`src/rtl/fb_write_arbiter.sv`:
```
// fb_write_arbiter: shares one registered framebuffer write port between CPU pixel writes
// and a full-buffer clear engine.
//
// Optional feature macro: FB_WRITE_ARBITER_CLEAR_EN
//   defined   - clear engine (Idle/Clear/Done sweep) plus round-robin arbitration
//   undefined - CPU owns the port outright; clr_start_i/clr_color_i are ignored and
//               clr_busy_o/clr_done_o are tied low
//
// Ports:
//   clk_i, rst_i                      clock; asynchronous active-high reset
//   cpu_req_i, cpu_addr_i, cpu_data_i CPU write request (held stable while requesting)
//   cpu_ack_o                         combinational grant for the CPU request
//   clr_start_i, clr_color_i          clear request pulse and fill value
//   clr_busy_o, clr_done_o            sweep in progress / one-cycle completion pulse
//   fb_we_o, fb_waddr_o, fb_din_o     registered framebuffer write port (1-cycle latency)
//
// DEPTH must not exceed 2**ADDR_W so the sweep counter never wraps.
module fb_write_arbiter #(
  parameter int unsigned ADDR_W = 12,
  parameter int unsigned DATA_W = 4,
  parameter int unsigned DEPTH  = 4096
) (
  input  logic              clk_i,
  input  logic              rst_i,
  input  logic              cpu_req_i,
  input  logic [ADDR_W-1:0] cpu_addr_i,
  input  logic [DATA_W-1:0] cpu_data_i,
  output logic              cpu_ack_o,
  input  logic              clr_start_i,
  input  logic [DATA_W-1:0] clr_color_i,
  output logic              clr_busy_o,
  output logic              clr_done_o,
  output logic              fb_we_o,
  output logic [ADDR_W-1:0] fb_waddr_o,
  output logic [DATA_W-1:0] fb_din_o
);

  // Granted write for this cycle, registered onto the framebuffer port below.
  logic              wr_en;
  logic [ADDR_W-1:0] wr_addr;
  logic [DATA_W-1:0] wr_data;

`ifdef FB_WRITE_ARBITER_CLEAR_EN
  typedef enum logic [1:0] {StIdle, StClear, StDone} state_e;

  localparam logic [ADDR_W-1:0] LastAddr = ADDR_W'(DEPTH - 1);

  state_e            state_q, state_d;
  logic [ADDR_W-1:0] cnt_q, cnt_d;
  logic [DATA_W-1:0] color_q, color_d;
  // 1 when the clear engine held the most recent grant; resets to 1 so the CPU wins
  // the first contention.
  logic              last_clr_q, last_clr_d;
  logic              clr_req;
  logic              cpu_gnt;
  logic              clr_gnt;

  assign clr_req = (state_q == StClear);

  // Lone requester always wins; under contention the one not granted last goes.
  assign cpu_gnt = ~rst_i & cpu_req_i & (~clr_req | last_clr_q);
  assign clr_gnt = ~rst_i & clr_req & (~cpu_req_i | ~last_clr_q);

  assign wr_en   = cpu_gnt | clr_gnt;
  assign wr_addr = clr_gnt ? cnt_q : cpu_addr_i;
  assign wr_data = clr_gnt ? color_q : cpu_data_i;

  assign cpu_ack_o  = cpu_gnt;
  assign clr_busy_o = (state_q == StClear);
  assign clr_done_o = (state_q == StDone);

  always_comb begin
    state_d    = state_q;
    cnt_d      = cnt_q;
    color_d    = color_q;
    last_clr_d = last_clr_q;

    if (cpu_gnt) begin
      last_clr_d = 1'b0;
    end else if (clr_gnt) begin
      last_clr_d = 1'b1;
    end

    unique case (state_q)
      StIdle: begin
        if (clr_start_i) begin
          state_d = StClear;
          cnt_d   = '0;
          color_d = clr_color_i;
        end
      end
      StClear: begin
        // Counter moves only when the engine actually wins the port.
        if (clr_gnt) begin
          if (cnt_q == LastAddr) begin
            state_d = StDone;
          end else begin
            cnt_d = cnt_q + 1'b1;
          end
        end
      end
      StDone: begin
        state_d = StIdle;
      end
      default: begin
        state_d = StIdle;
      end
    endcase
  end

  always_ff @(posedge clk_i or posedge rst_i) begin
    if (rst_i) begin
      state_q    <= StIdle;
      cnt_q      <= '0;
      color_q    <= '0;
      last_clr_q <= 1'b1;
    end else begin
      state_q    <= state_d;
      cnt_q      <= cnt_d;
      color_q    <= color_d;
      last_clr_q <= last_clr_d;
    end
  end
`else
  assign wr_en   = cpu_req_i & ~rst_i;
  assign wr_addr = cpu_addr_i;
  assign wr_data = cpu_data_i;

  assign cpu_ack_o  = wr_en;
  assign clr_busy_o = 1'b0;
  assign clr_done_o = 1'b0;

  logic unused_clr;
  assign unused_clr = ^{clr_start_i, clr_color_i};
`endif

  // Address/data hold their last value when nothing is granted.
  logic              fb_we_q;
  logic [ADDR_W-1:0] fb_waddr_q;
  logic [DATA_W-1:0] fb_din_q;

  always_ff @(posedge clk_i or posedge rst_i) begin
    if (rst_i) begin
      fb_we_q    <= 1'b0;
      fb_waddr_q <= '0;
      fb_din_q   <= '0;
    end else begin
      fb_we_q <= wr_en;
      if (wr_en) begin
        fb_waddr_q <= wr_addr;
        fb_din_q   <= wr_data;
      end
    end
  end

  assign fb_we_o    = fb_we_q;
  assign fb_waddr_o = fb_waddr_q;
  assign fb_din_o   = fb_din_q;

endmodule

```
`config.mk`:
```
export PLATFORM = sky130hd
export DESIGN_NAME = fb_write_arbiter
export DESIGN_NICKNAME = d
export VERILOG_FILES = /design/src/rtl/fb_write_arbiter.sv
export SDC_FILE = /design/constraint.sdc
export NUM_CORES = 1
export LEC_CHECK = 0
export ABC_AREA = 1
export BUFFER_PORTS_ARGS = -buffer_cell sky130_fd_sc_hd__buf_4
export CORE_MARGIN = 2
export CORE_UTILIZATION = 44
export DETAILED_ROUTE_END_ITERATION = 6
export PLACE_DENSITY = 0.78
export SYNTH_ARGS = -nofsm -noshare
export SYNTH_HDL_FRONTEND = slang
export SYNTH_SLANG_ARGS = --single-unit
```
`constraint.sdc`:
```
create_clock -name clk_i -period 1 [get_ports clk_i]
set_input_delay 0.1 -clock clk_i [delete_from_list [all_inputs] [get_ports clk_i]]
set_output_delay 0.1 -clock clk_i [all_outputs]
set_load 0.02 [all_outputs]
```
# Yosys cells after proc, flatten, opt, wreduce, memory -nomap -nowiden
# Index checks and enable logic that the tools add are counted.
[word_totals]
ff_bits = 17
latchBits = 0
mem_bits_rw = 0
mem_bits_ro = 0
input_bits = 24
out_inout_bits = 20
memories = 0
[classes]
n_addsub = 0
mul = 0
n_div = 0
order_cmp = 0
n_eq_ne = 0
shifts = 0
muxes = 0
bitwise = 2
n_reduce_logical = 0
[op_table]
columns = ["operator", "n"]
rows = [
  ["bitwise AND 1 bit", 1],
  ["inverter 1 bit", 1],
]

# Depth between registers and ports, before layout
[depth]
word_depth = 2
mapped_depth = 5
depth_no_buf = 4

# Least setup slack after synthesis
# OpenSTA, ideal clock, no wires.
[synth_timing]
path_kind = "input -> register"
startpoint = "input cpu_req_i"
endpoint = "register fb_we_q (netlist: fb_we_o)"
setup_ns = 0.151
arrival_time_ns = 0.536
t_required_ns = 0.849
slack_ns = 0.313
path_stages = 4
path_cell_list = "buf_6 nand2_8 buf_6 inv_1"
[synth_via]
elab_chain_cells = 1
[synth_rtl]
columns = ["element", "line_no", "source"]
rows = [
  ["from (decl)", "25", "input logic cpu_req_i,"],
  ["bitwise AND 1 bit", "125", "assign wr_en = cpu_req_i & ~rst_i;"],
  ["via cpu_ack_o", "28", "output logic cpu_ack_o,"],
  ["to (signal assigned)", "148", "fb_we_q <= wr_en;"],
  ["to (decl)", "138", "logic fb_we_q;"],
]
# The timed path passes the listed nets, and every way through them passes these cells.
# A chain may end at the register's enable or synchronous reset.

# Worst setup path in the final report
[layout_timing]
startpoint = "register fb_waddr_q[9] (netlist: fb_waddr_o[9])"
endpoint = "output fb_waddr_o[9]"
[layout_lines]
columns = ["element", "line_no", "source"]
rows = [
  ["from (decl)", "139", "logic [ADDR_W-1:0] fb_waddr_q;"],
  ["from (signal assigned)", "150", "fb_waddr_q <= wr_addr;"],
  ["to (decl)", "34", "output logic [ADDR_W-1:0] fb_waddr_o,"],
]
# No word-level cell between the ends.

==> impl_metrics.ini <==
[setup_path]
slowest_delay_ns = 0.40
path_cells = buf_4
cp-start-kind = flop
cp_data_arrival_time_ns = 0.85
cp.required_ns = 0.90
critPathSlowestCell = dfrtp_1
crit_type = flop to primary output
critPathCaptureType = primary output
cp_top_family = flip-flops
crit_fanout = 2
path_buf_inv = 1

[sta]
fin_setup_tns_ns = 0
setup_ws_ns = 0.0511
max_freq_ghz = 1.05
hold_viol = 17
hold_ws_ns = -0.281
maxSlewViolCount = 0
min_period_over_period = 0.949
finClkSkew_ns = 0
rsz0062_at_grt = false
fin_crit_ns = 0.949
setup_viol = 0

[clock_network]
htree_num_levels = 1
root_buffer = clkbuf_4
cts_tree = built
clkLatencyLatePin_ns = 0.27
cts_sinks = 17
path_clk_slew_ns = 0.10
cts_made_buffers = 3
cts_buffer_depth = 2
cts-resized-gates = 0

[synthesis]
postSynthAreaPerCell_um2 = 9.68
ys_seq_area_frac = 0.586
yosysMostFrequentCell = nand2_1
synth_top_area_share = 0.586
synth_cell_type_count = 10
synthTopCellsByCount = nand2_1, dfrtp_1, nand3_1
synth-edff-count = 0
async_reset_ff_frac = 1.00
ys_warn_count = 0
synth_largest_area_cell = dfrtp_1
ys.flop_type = dfrtp_1
synth.area.top_cells = dfrtp_1, nand2_1, nand3_1
synthCells = 75
synth-seq-cells = 17
synth_area_um2 = 726

[global_routing]
grt_pass1_wl_um = 2370
grt_usage = 0.163
grt-ovfl-total = 0
grt_max_degree = 22
grt_antenna_before_repair = 0
grt_pass1_vias = 546

[power]
powerDensity_nw_per_um2 = 1600
ir_worst_vdd_mv = 1.01
power_leakage_nw = 0.576
finalPower_mw = 1.63

[place]
gp_congestion = 0.630
pre_cts_ws_ns = 0.124
dpl.hpwl_um = 1100
port_buffers = 36

[final_layout]
area.sequential_um2 = 425
synthToLayoutAreaGrowth_pct = 40.7
fill_cells = 139
n_antenna_cell = 0
drive_above_1_share = 0.429
nNetsFinal = 137
multi_input_area_um2 = 238

[route]
routed_wl_um = 1450
routed-wl-met2_um = 758
vias = 588
wl_per_cell_um = 11.3
drt_iter0_drc = 6
firstDrtPassIters = 2
ant_nets = 0
topRoutingLayerUsed = met4
wl_met1_um = 570
via_per_inst = 4.59
drcViolationCount = 0
dr_wl_met3_um = 100

[status]
violations = hold timing
run_status = complete, but fails checks

[floorplan]
dieArea_um2 = 1990
die_width_um = 44.6
rows = 14
num_io_pins = 44
die_height_um = 44.6
start_util = 0.476
core_um2 = 1520

[worst_hold_path]
hold_path_class = primary input to asynchronous set/reset pin

[run]
cap_viol_max_count = 0
==> metal layers <==
| metal | vias up | global-route usage |
|---|---|---|
| met1 | 259 | 0.216 |
| met5 | - | 0 |
| met3 | 2 | 0.0122 |
| met2 | 21 | 0.261 |
| met4 | 0 | 0.0909 |
| li1 | 306 | - |
==> power breakdown <==
group	internal, mW	switching, mW	total (mW)	leakage (nW)
Sequential	0.770	0.0453	0.815	0.211
Clock	0.152	0.209	0.361	0.0139
Combinational	0.207	0.250	0.457	0.351
==> worst register-to-register path, stage by stage, from the launching register on <==
cell and delay [ns]:
dfrtp_1 0.39, buf_4 0.14, nand2_2 0.05, nand2_1 0.05
==> stage by stage <==
| step | utilization | std cells | hold WS [ns] | area, um^2 |
|---|---|---|---|---|
| after floorplan | - | 76 | 0.0934 | 729 |
| after global placement | 0.645 | 123 | 0.0305 | 983 |
| after detailed placement | 0.645 | 123 | 0.0358 | 983 |
| after CTS | 0.665 | 127 | -0.288 | 1010 |
| after global routing | 0.670 | 128 | -0.296 | 1020 |
| final | 0.670 | 128 | -0.281 | 1020 |
==> sequential cells by signal (all words and copies together) (netlist names) <==
signal	cells
fb_waddr_o	12
fb_din_o	4
fb_we_o	1
==> cells in the final DEF (no fill, tap or decap) <==
cell        instances
inv_1               1
conb_1              2
inv_4               1
nand3_1            16
dfrtp_1            17
buf_4              37
clkbuf_4            3
nand2_1            28
nand2_8             1
buf_12              1
nand2_2             4
clkinvlp_4          1
==> repair_timing <==
action,CTS,global route
setup buffers,0,1
hold endpoints to repair,17,17
endpoints found under the setup margin,0,1
==> cell type report <==
class / instances / share of cell area
Sequential cell: 17 / 0.417
Tap cell: 16 / 0.0196
Multi-Input combinational cell: 51 / 0.233
Clock buffer: 3 / 0.0221
Inverter: 2 / 0.00980
Timing Repair Buffer: 38 / 0.292
Clock inverter: 1 / 0.00735
==> cell families (layout without fill, tap and decap cells) <==
family | count (synthesis) | in the layout | share of synthesized area
and+or+nand+nor | 49 | 49 | 0.317
DFF | 17 | 17 | 0.586
buffers and inverters | 8 | 44 | 0.0914
other | 1 | 2 | 0.00517
==> path summary, 6_finish.rpt <==
| path | endpoint | start | slack (ns) | cells after the start |
|---|---|---|---|---|
| worst max-delay path | fb_waddr_o[9] | fb_waddr_o[9] | 0.05 | 1 |
| worst min-delay path | fb_waddr_o[11] | rst_i | -0.28 | 2 |
| worst max register to register | fb_waddr_o[4] | fb_waddr_o[4] | 0.28 | 3 |
| worst min register to register | fb_din_o[1] | fb_din_o[1] | 0.48 | 2 |
| max in group asynchronous | fb_waddr_o[1] | rst_i | 0.94 | 3 |
| min in group clk_i | fb_din_o[3] | cpu_data_i[3] | 0.04 | 3 |
Power figures use the tool's default switching activity.
